$ cat src/rtl/uart_pkg.sv
// Shared types and constants for the UART sample receiver.
// The ST_PARITY encoding is only reached when UART_SAMPLE_RX_PARITY_EN is defined.
package uart_pkg;

   typedef enum logic [2:0] {
      ST_IDLE,
      ST_START,
      ST_DATA,
      ST_PARITY,
      ST_STOP
   } state_e;

   typedef struct packed {
      logic [31:0] div;
      logic [31:0] half;
   } baud_cfg_t;

   localparam logic [7:0] SAMPLE_RST = 8'h80;

   function automatic baud_cfg_t baud_cfg(input int unsigned clk_hz, input int unsigned baud);
      baud_cfg_t c;
      c.div  = clk_hz / baud;
      c.half = c.div / 2;
      return c;
   endfunction

endpackage

$ cat src/rtl/uart_sample_rx_sync_2ff.sv
// 1-bit two-flop synchronizer resetting to 1 (idle level of a UART line).
// Generic enough to be reused for other asynchronous pins.
module sync_2ff (
   input  logic clk_i,
   input  logic rst_i,
   input  logic d_i,
   output logic q_o
);

   logic meta_q;
   logic sync_q;

   always_ff @(posedge clk_i or posedge rst_i) begin
      if (rst_i) begin
         meta_q <= 1'b1;
         sync_q <= 1'b1;
      end else begin
         meta_q <= d_i;
         sync_q <= meta_q;
      end
   end

   assign q_o = sync_q;

endmodule

$ cat src/rtl/uart_sample_rx.sv
// 8N1 UART receiver producing a held 8-bit sample for the PWM comparator.
// Define UART_SAMPLE_RX_PARITY_EN to expect an even-parity bit before the stop bit.
module uart_sample_rx
   import uart_pkg::*;
#(
   parameter int unsigned CLK_HZ = 100_000_000,
   parameter int unsigned BAUD   = 115200
) (
   input  logic       clk,
   input  logic       rst,
   input  logic       rx,
   output logic [7:0] sample,
   output logic       sample_valid,
   output logic       frame_err
);

   localparam baud_cfg_t   CFG   = baud_cfg(CLK_HZ, BAUD);
   localparam int unsigned DIV   = CFG.div;
   localparam int unsigned HALF  = CFG.half;
   localparam int unsigned CNT_W = $clog2(DIV);
   localparam logic [CNT_W-1:0] DIV_M1  = CNT_W'(DIV - 1);
   localparam logic [CNT_W-1:0] HALF_M1 = CNT_W'(HALF - 1);

   logic             rx_s;
   state_e           state_q, state_d;
   logic [CNT_W-1:0] cnt_q, cnt_d;
   logic [2:0]       bit_q, bit_d;
   logic [7:0]       shift_q, shift_d;
   logic [7:0]       sample_q, sample_d;
   logic             valid_q, valid_d;
   logic             ferr_q, ferr_d;
   logic             frame_ok;
`ifdef UART_SAMPLE_RX_PARITY_EN
   logic             par_err_q, par_err_d;
`endif

   sync_2ff u_sync (
      .clk_i (clk),
      .rst_i (rst),
      .d_i   (rx),
      .q_o   (rx_s)
   );

`ifdef UART_SAMPLE_RX_PARITY_EN
   assign frame_ok = rx_s & ~par_err_q;
`else
   assign frame_ok = rx_s;
`endif

   always_comb begin
      state_d  = state_q;
      cnt_d    = cnt_q + 1'b1;
      bit_d    = bit_q;
      shift_d  = shift_q;
      sample_d = sample_q;
      valid_d  = 1'b0;
      ferr_d   = 1'b0;
`ifdef UART_SAMPLE_RX_PARITY_EN
      par_err_d = par_err_q;
`endif
      case (state_q)
         ST_IDLE: begin
            cnt_d = '0;
            if (!rx_s) begin
               state_d = ST_START;
               bit_d   = '0;
            end
         end
         ST_START: begin
            // Mid-start-bit recheck rejects glitches shorter than half a bit.
            if (cnt_q == HALF_M1) begin
               cnt_d   = '0;
               state_d = rx_s ? ST_IDLE : ST_DATA;
               bit_d   = '0;
            end
         end
         ST_DATA: begin
            if (cnt_q == DIV_M1) begin
               cnt_d   = '0;
               shift_d = {rx_s, shift_q[7:1]};
               bit_d   = bit_q + 3'd1;
               if (bit_q == 3'd7) begin
`ifdef UART_SAMPLE_RX_PARITY_EN
                  state_d = ST_PARITY;
`else
                  state_d = ST_STOP;
`endif
               end
            end
         end
`ifdef UART_SAMPLE_RX_PARITY_EN
         ST_PARITY: begin
            if (cnt_q == DIV_M1) begin
               cnt_d     = '0;
               par_err_d = ^{shift_q, rx_s};
               state_d   = ST_STOP;
            end
         end
`endif
         ST_STOP: begin
            // Leave mid-stop-bit so back-to-back frames are not missed.
            if (cnt_q == DIV_M1) begin
               cnt_d   = '0;
               state_d = ST_IDLE;
               if (frame_ok) begin
                  sample_d = shift_q;
                  valid_d  = 1'b1;
               end else begin
                  ferr_d = 1'b1;
               end
            end
         end
         default: begin
            cnt_d   = '0;
            state_d = ST_IDLE;
         end
      endcase
   end

   always_ff @(posedge clk or posedge rst) begin
      if (rst) begin
         state_q  <= ST_IDLE;
         cnt_q    <= '0;
         bit_q    <= '0;
         shift_q  <= '0;
         sample_q <= SAMPLE_RST;
         valid_q  <= 1'b0;
         ferr_q   <= 1'b0;
`ifdef UART_SAMPLE_RX_PARITY_EN
         par_err_q <= 1'b0;
`endif
      end else begin
         state_q  <= state_d;
         cnt_q    <= cnt_d;
         bit_q    <= bit_d;
         shift_q  <= shift_d;
         sample_q <= sample_d;
         valid_q  <= valid_d;
         ferr_q   <= ferr_d;
`ifdef UART_SAMPLE_RX_PARITY_EN
         par_err_q <= par_err_d;
`endif
      end
   end

   assign sample       = sample_q;
   assign sample_valid = valid_q;
   assign frame_err    = ferr_q;

endmodule

$ cat config.mk
export PLATFORM = sky130hd
export DESIGN_NAME = uart_sample_rx
export DESIGN_NICKNAME = d
export VERILOG_FILES = /design/src/rtl/uart_pkg.sv /design/src/rtl/uart_sample_rx_sync_2ff.sv /design/src/rtl/uart_sample_rx.sv
export SDC_FILE = /design/constraint.sdc
export NUM_CORES = 1
export LEC_CHECK = 0
export CAP_MARGIN = 20
export CELL_PAD_IN_SITES_DETAIL_PLACEMENT = 0
export CELL_PAD_IN_SITES_GLOBAL_PLACEMENT = 1
export CORE_MARGIN = 10
export CORE_UTILIZATION = 50
export CTS_CLUSTER_DIAMETER = 60
export CTS_CLUSTER_SIZE = 12
export DETAILED_ROUTE_END_ITERATION = 8
export PLACE_DENSITY_LB_ADDON = 0.1
export SLEW_MARGIN = 20
export SYNTH_ARGS = -nofsm -noshare
export SYNTH_HDL_FRONTEND = slang
export SYNTH_HIERARCHICAL = 1
export SYNTH_SLANG_ARGS = --single-unit
$ cat constraint.sdc
create_clock -name clk -period 2.9 [get_ports clk]
set_input_delay 0.58 -clock clk [delete_from_list [all_inputs] [get_ports clk]]
set_output_delay 0.58 -clock clk [all_outputs]
set_load 0.03 [all_outputs]
Word level (Yosys, flattened, before mapping)
Cells that the tools add are included.

$add $sub $neg: 2. Multipliers: 0. Div/mod/pow operators: 0. Magnitude comparators: 0. Equality and inequality tests: 11. Shift-type cells: 0. Multiplexer cells: 20. Bitwise logic cells: 0. Reductions and logical operators: 7.

Operators with widths (count): two-way mux 3 bit (8); two-way mux 10 bit (2); one-hot mux 10 bit (2 select lines) (1); one-hot mux 3 bit (4 select lines) (1); adder 10 x 1 -> 10 bit, second input constant (1); equality test 10 bit, second input constant (1); equality test 10 x 9 -> 1 bit, second input constant (1); inequality test 2 bit, second input constant (5); one-hot mux 3 bit (3 select lines) (1); equality test 3 bit, second input constant (2); two-way mux 1 bit (6); AND reduction 5 bit (1); AND reduction 4 bit (1); adder 3 x 1 -> 3 bit, second input constant (1); equality test 3 x 1 -> 1 bit, second input constant (1); equality test 3 x 2 -> 1 bit, second input constant (1); logical NOT 3 bit (1); AND reduction 3 bit (1); nonzero test 3 bit (1); two-way mux 2 bit (1); AND reduction 2 bit (1); OR reduction 2 bit (1).

Bits in registers: 36. Bits in latches: 0. Memory bits (writable): 0. Bits in read-only memories: 0. Input port bits: 3. Output and inout port bits: 10. Logic and storage cells: 49. Memories: 0.

Depth between registers and ports, before layout
Depth after elaboration: 4. Gate-level depth with buffers: 6. Mapped depth without buffers: 6.

Modules after synthesis
Netlist, hierarchy kept.

Modules (own cells, without submodules): uart_sample_rx (instances 1, cells an instance 129, area an instance 1591.5 um^2, seq. area each 852.1 um^2); sync_2ff (instances 1, cells an instance 3, area an instance 56.3 um^2, seq. area each 52.6 um^2).

Least setup slack after synthesis
Ideal clock, no wire load.

Path kind: register to register. From: register cnt_q[0]. To: register sample_q[0], in the netlist sample[0]. Setup time: 0.125 ns. Arrival: 1.873 ns. Data required time: 2.775 ns. Path slack: 0.901 ns. Stages on the path, launching flop included: 7. Path buffers: 1. Period minus slack after synthesis: 1.999 ns. Cells stage by stage: dfrtp_1 -> ha_1 -> and4bb_2 -> nand3_2 -> or3_1 -> buf_6 -> mux2_4.

Word-level cells in the longest chain between the ends: 2.

Ends and longest elaborated chain: start: declaration (line uart_sample_rx.sv:26) `logic [CNT_W-1:0] cnt_q, cnt_d;`; start signal: assignment (line uart_sample_rx.sv:134) `cnt_q <= cnt_d;`; equality test 10 bit (line uart_sample_rx.sv:102) `if (cnt_q == DIV_M1) begin`; AND reduction 3 bit (no line); end signal: assignment (line uart_sample_rx.sv:137) `sample_q <= sample_d;`; end: declaration (line uart_sample_rx.sv:29) `logic [7:0] sample_q, sample_d;`.

No other way between the ends. A chain may end at the register's enable or synchronous reset.

Worst setup path after layout
From: register cnt_q[0]. To: register sample_q[6], in the netlist sample[6].

Same word-level chain as after synthesis.

==> flow_results.org <==
** GRT
- The total overflow left after global routing is 0.
- Via count of the first global-routing pass :: 1110
- The first global-routing pass estimated 5150 µm of wire.
- The initial antenna violation count is 0.
- Maximum number of pins on one net before global-route repair :: 35
- Total track usage :: a little over a tenth

** Worst setup path
- Together, buffers and inverters on the worst path number 0.
- The kind of cell with the highest combined delay along the critical path is simple AND/OR/NAND/NOR gates.
- Logic depth of the worst setup path including buffers :: 5
- Crit path cell chain :: ha_1 > and4bb_2 > nand3_2 > or3_1 > mux2_4
- The critical path in this run is classified as reg -> reg.
- Kind of end point of the critical path :: flop
- STA classifies the critical path startpoint as a flop.
- WP data arrival :: between 2 and 3 ns
- For the worst setup path, the data required time is 3.13 ns.
- Largest stage delay on the critical path :: approximately 0.6 ns
- Critical path's slowest cell :: or3_1
- Of all nets on the critical path, the largest fanout is 8.
- For the worst flop-to-flop path, the logic depth is 5.

** Layout
- For this run, the post-layout net count is about 160.
- Compared with the post-synthesis result, the final layout area differs by 17.3%.
- Counting the fill cells in the layout gives 263.
- ANT cells :: 0
- Final std cells w/o fill :: 193
- For this run, the share of the core covered by cells in the final layout is 62.3%.
- Summing all multi-input logic gate instances after layout gives between 600 and 700 µm².
- In the layout the commonest cells are 33 x dfrtp_1, 12 x nor2_1, 12 x clkdlybuf4s50_1, 9 x mux2_2, 8 x mux2_4.
- Leaving out fill and tap cells, the most frequent cell in the layout is dfrtp_1.
- Summing all flip-flop and latch instances after layout gives approximately 900 µm².
- Share of layout cells above drive strength 1 :: 22.1%

** Clocking
- Number of hold-repair buffers added at the cts stage :: 0
- Number of buffers added by the clock tree synthesis step :: 5
- Post-CTS setup-driven buffer insertion count :: 0
- Clock tree sinks :: 36
- Clock edge transition at the registers on the reported setup and hold paths :: 0.11 ns
- Number of resized instances in the post-cts repair step :: 0
- TritonCTS built the clock tree.
- Clock buffer depth :: 2
- Skew-Pair Late Insertion Delay :: 0.34 ns
- CTS Root Cell :: clkbuf_4
- The H-tree was split into 2 levels.

** Outcome
- The run finished with clean final reports.

** Die
- Once the floorplan was initialized, standard cells occupied 53.1% of the core.
- Vertical die dimension :: 77.4 µm
- From left edge to right edge, the die measures 77.4 µm.
- The core region is just over 0.003 mm².
- The die covers 0.00599 mm².
- The floorplan has 20 rows.
- 13 I/O pins were placed.

** Detailed routing
- For this block, the via count after detailed routing is 1029.
- Total Wirelength :: 2640 µm
- Total DRC errors in the routed layout :: 0
- Dividing the detail-routed wire length by the instance count gives 13.7 µm.
- The first TritonRoute pass finished after 4 iterations.
- The count of nets left with antenna violations once routing finished came out at 0.
- Iteration-0 DRC count of the detailed router :: 45
- Detailed-route vias per instance :: 5.33

** Pwr
- Reg power frac :: roughly 49%
- Maximum ir drop on the vdd rail :: 0.000501 V
- Per report_power, the combinational group accounts for between 1 and 1.5% of the total.
- Power density over the cells :: 540 mW/mm²
- Static leakage :: 0.000891 µW
- In this run switching power makes up between 10% and 20% of total power.
- Internal Dissipation :: ~860 µW
- Per report_power, the clock group accounts for 50.2% of the total.
- Power dissipated by switching net loads :: 180 µW

** Placed design
- The congestion estimate from routability-driven global placement came to 0.862.
- Number of cells in the design after placement :: 185
- DP Worst Slack :: 0.644 ns
- Count of buffers from port buffering :: 12
- Detailed placement ended at an HPWL of 1910 µm.

** Synthesis
- In this run, synthesis produced a sequential element count of 36.
- Leading post-synthesis cells by cell area :: dfrtp_1 50%, mux2_4 7.3%, mux2_2 6.2%
- In this run, synthesis inferred 0 flip-flops with an integrated enable.
- The top cell type by area accounts for ~50% of the synthesized area.
- The mapped netlist covers between 0.0015 and 0.002 mm².
- Async set-or-reset flop fraction in the synthesized netlist :: 100%
- After synthesis, the netlist uses 34 different library cells.
- The biggest area contributor in the post-synthesis netlist is dfrtp_1.
- The Yosys step of the flow raised 6 warnings.
- Synth Net Count :: 139
- A synthesized cell averages ~12 µm².
- In the synthesized netlist the dominant register cell turns out to be dfrtp_1.
- Number of instances in the synthesized netlist :: 132
- Of the synthesized area, sequential elements account for 54.9%.

** Flow run
- Max-cap violations :: 0

** Min path
- The min-delay analysis places its worst path in the category reg -> reg.
- The worst hold path was traced through 0 stages.

** STA
- For this run, the top clock speed supported by timing is 0.438 GHz.
- RSZ-0062 raised after global routing :: no
- Worst relative slew slack :: 52.7%
- Adding up every negative setup slack in the final design gives 0 ns.
- Worst clock skew :: around 0.012 ns
- The final hold violation count came to 0.
- Count of final max-slew check failures :: 0
- Period Utilization, post-route :: 78.7%
- Transition time at the pin with the least slew margin :: 0.705 ns
- Endpoints failing setup :: 0
- After layout, the minimum clock period comes to between 2 and 2.5 ns.
- In the post-route analysis, the smallest setup slack over all paths is between 0.6 and 0.7 ns.
[registers in the layout, summed over array words and instances, names as in the netlist]
name and count:
u_sync/meta_q 1, frame_err 1, sample 8, bit_q 3, state_q 3, sample_valid 1, shift_q 8, u_sync/q_o 1
cnt_q 10
[power groups by stage]
stage	clock, µW	combinational, µW	sequential (µW)
after detailed placement	0	14.7	515
final	524	13.7	505
after CTS	542	14.8	505
after floorplan	0	7.97	515
after global placement	0	14.4	515
after global routing	569	16.6	506
[synthesized netlist by cell type (2+ instances only)]
library cell	n
mux2_2	9
nand2_1	4
dfstp_2	3
buf_2	2
nand3_1	5
nor2_1	12
xor2_1	7
inv_1	7
mux2_4	8
and3_1	3
a21oi_1	2
nor4_1	2
dfrtp_1	33
mux2i_1	2
a311oi_1	2
and2_1	2
ha_1	4
nand4_1	7
o21ai_0	2
or3_1	2
[cell families (layout without fill, tap and decap cells)]
family	Yosys count	after routing	synth area share, %
mux	19	19	14.7
flops	36	36	54.9
buf+inv	11	28	3.11
fa+ha+maj	4	4	3.04
simple gates	46	46	16.6
compound gates	8	8	3.49
xor+xnor	8	8	4.25
[per-layer routing]
layer / part of all wire (%) / track usage, % / vias up
met4: 2.8 / 5.47 / 0
met3: 6.4 / 4.72 / 9
met5: 0 / 0 / -
li1: - / - / 497
met1: 46 / 12.1 / 502
met2: 45 / 15.9 / 21
[per-stage QoR]
stage	hold slack (ns)	power [µW]	area [µm²]
after floorplan	0.345	523	1650
after global placement	0.347	529	1810
after detailed placement	0.348	530	1810
after CTS	0.364	1060	1930
after global routing	0.376	1090	1930
final	0.362	1040	1930
[final timing paths]
kind / start / end / slack, ns
min reg2reg: u_sync/meta_q / u_sync/q_o / 0.36
min in group asynchronous: rst / u_sync/q_o / 0.58
max in group asynchronous: rst / sample[7] / 1.93
max: cnt_q[0] / sample[6] / 0.62
max reg2reg: cnt_q[0] / sample[6] / 0.62
min: u_sync/meta_q / u_sync/q_o / 0.36
[area by class of cell]
class	count	area share, %
well taps	44	2.85
clock buffers	5	1.94
repair buffers	13	6.60
flip-flops and latches	36	46.8
inverters	7	1.36
clock inverters	3	4.66
multi-input cells	85	35.8
Note: power is estimated with default switching activity, not from simulation.
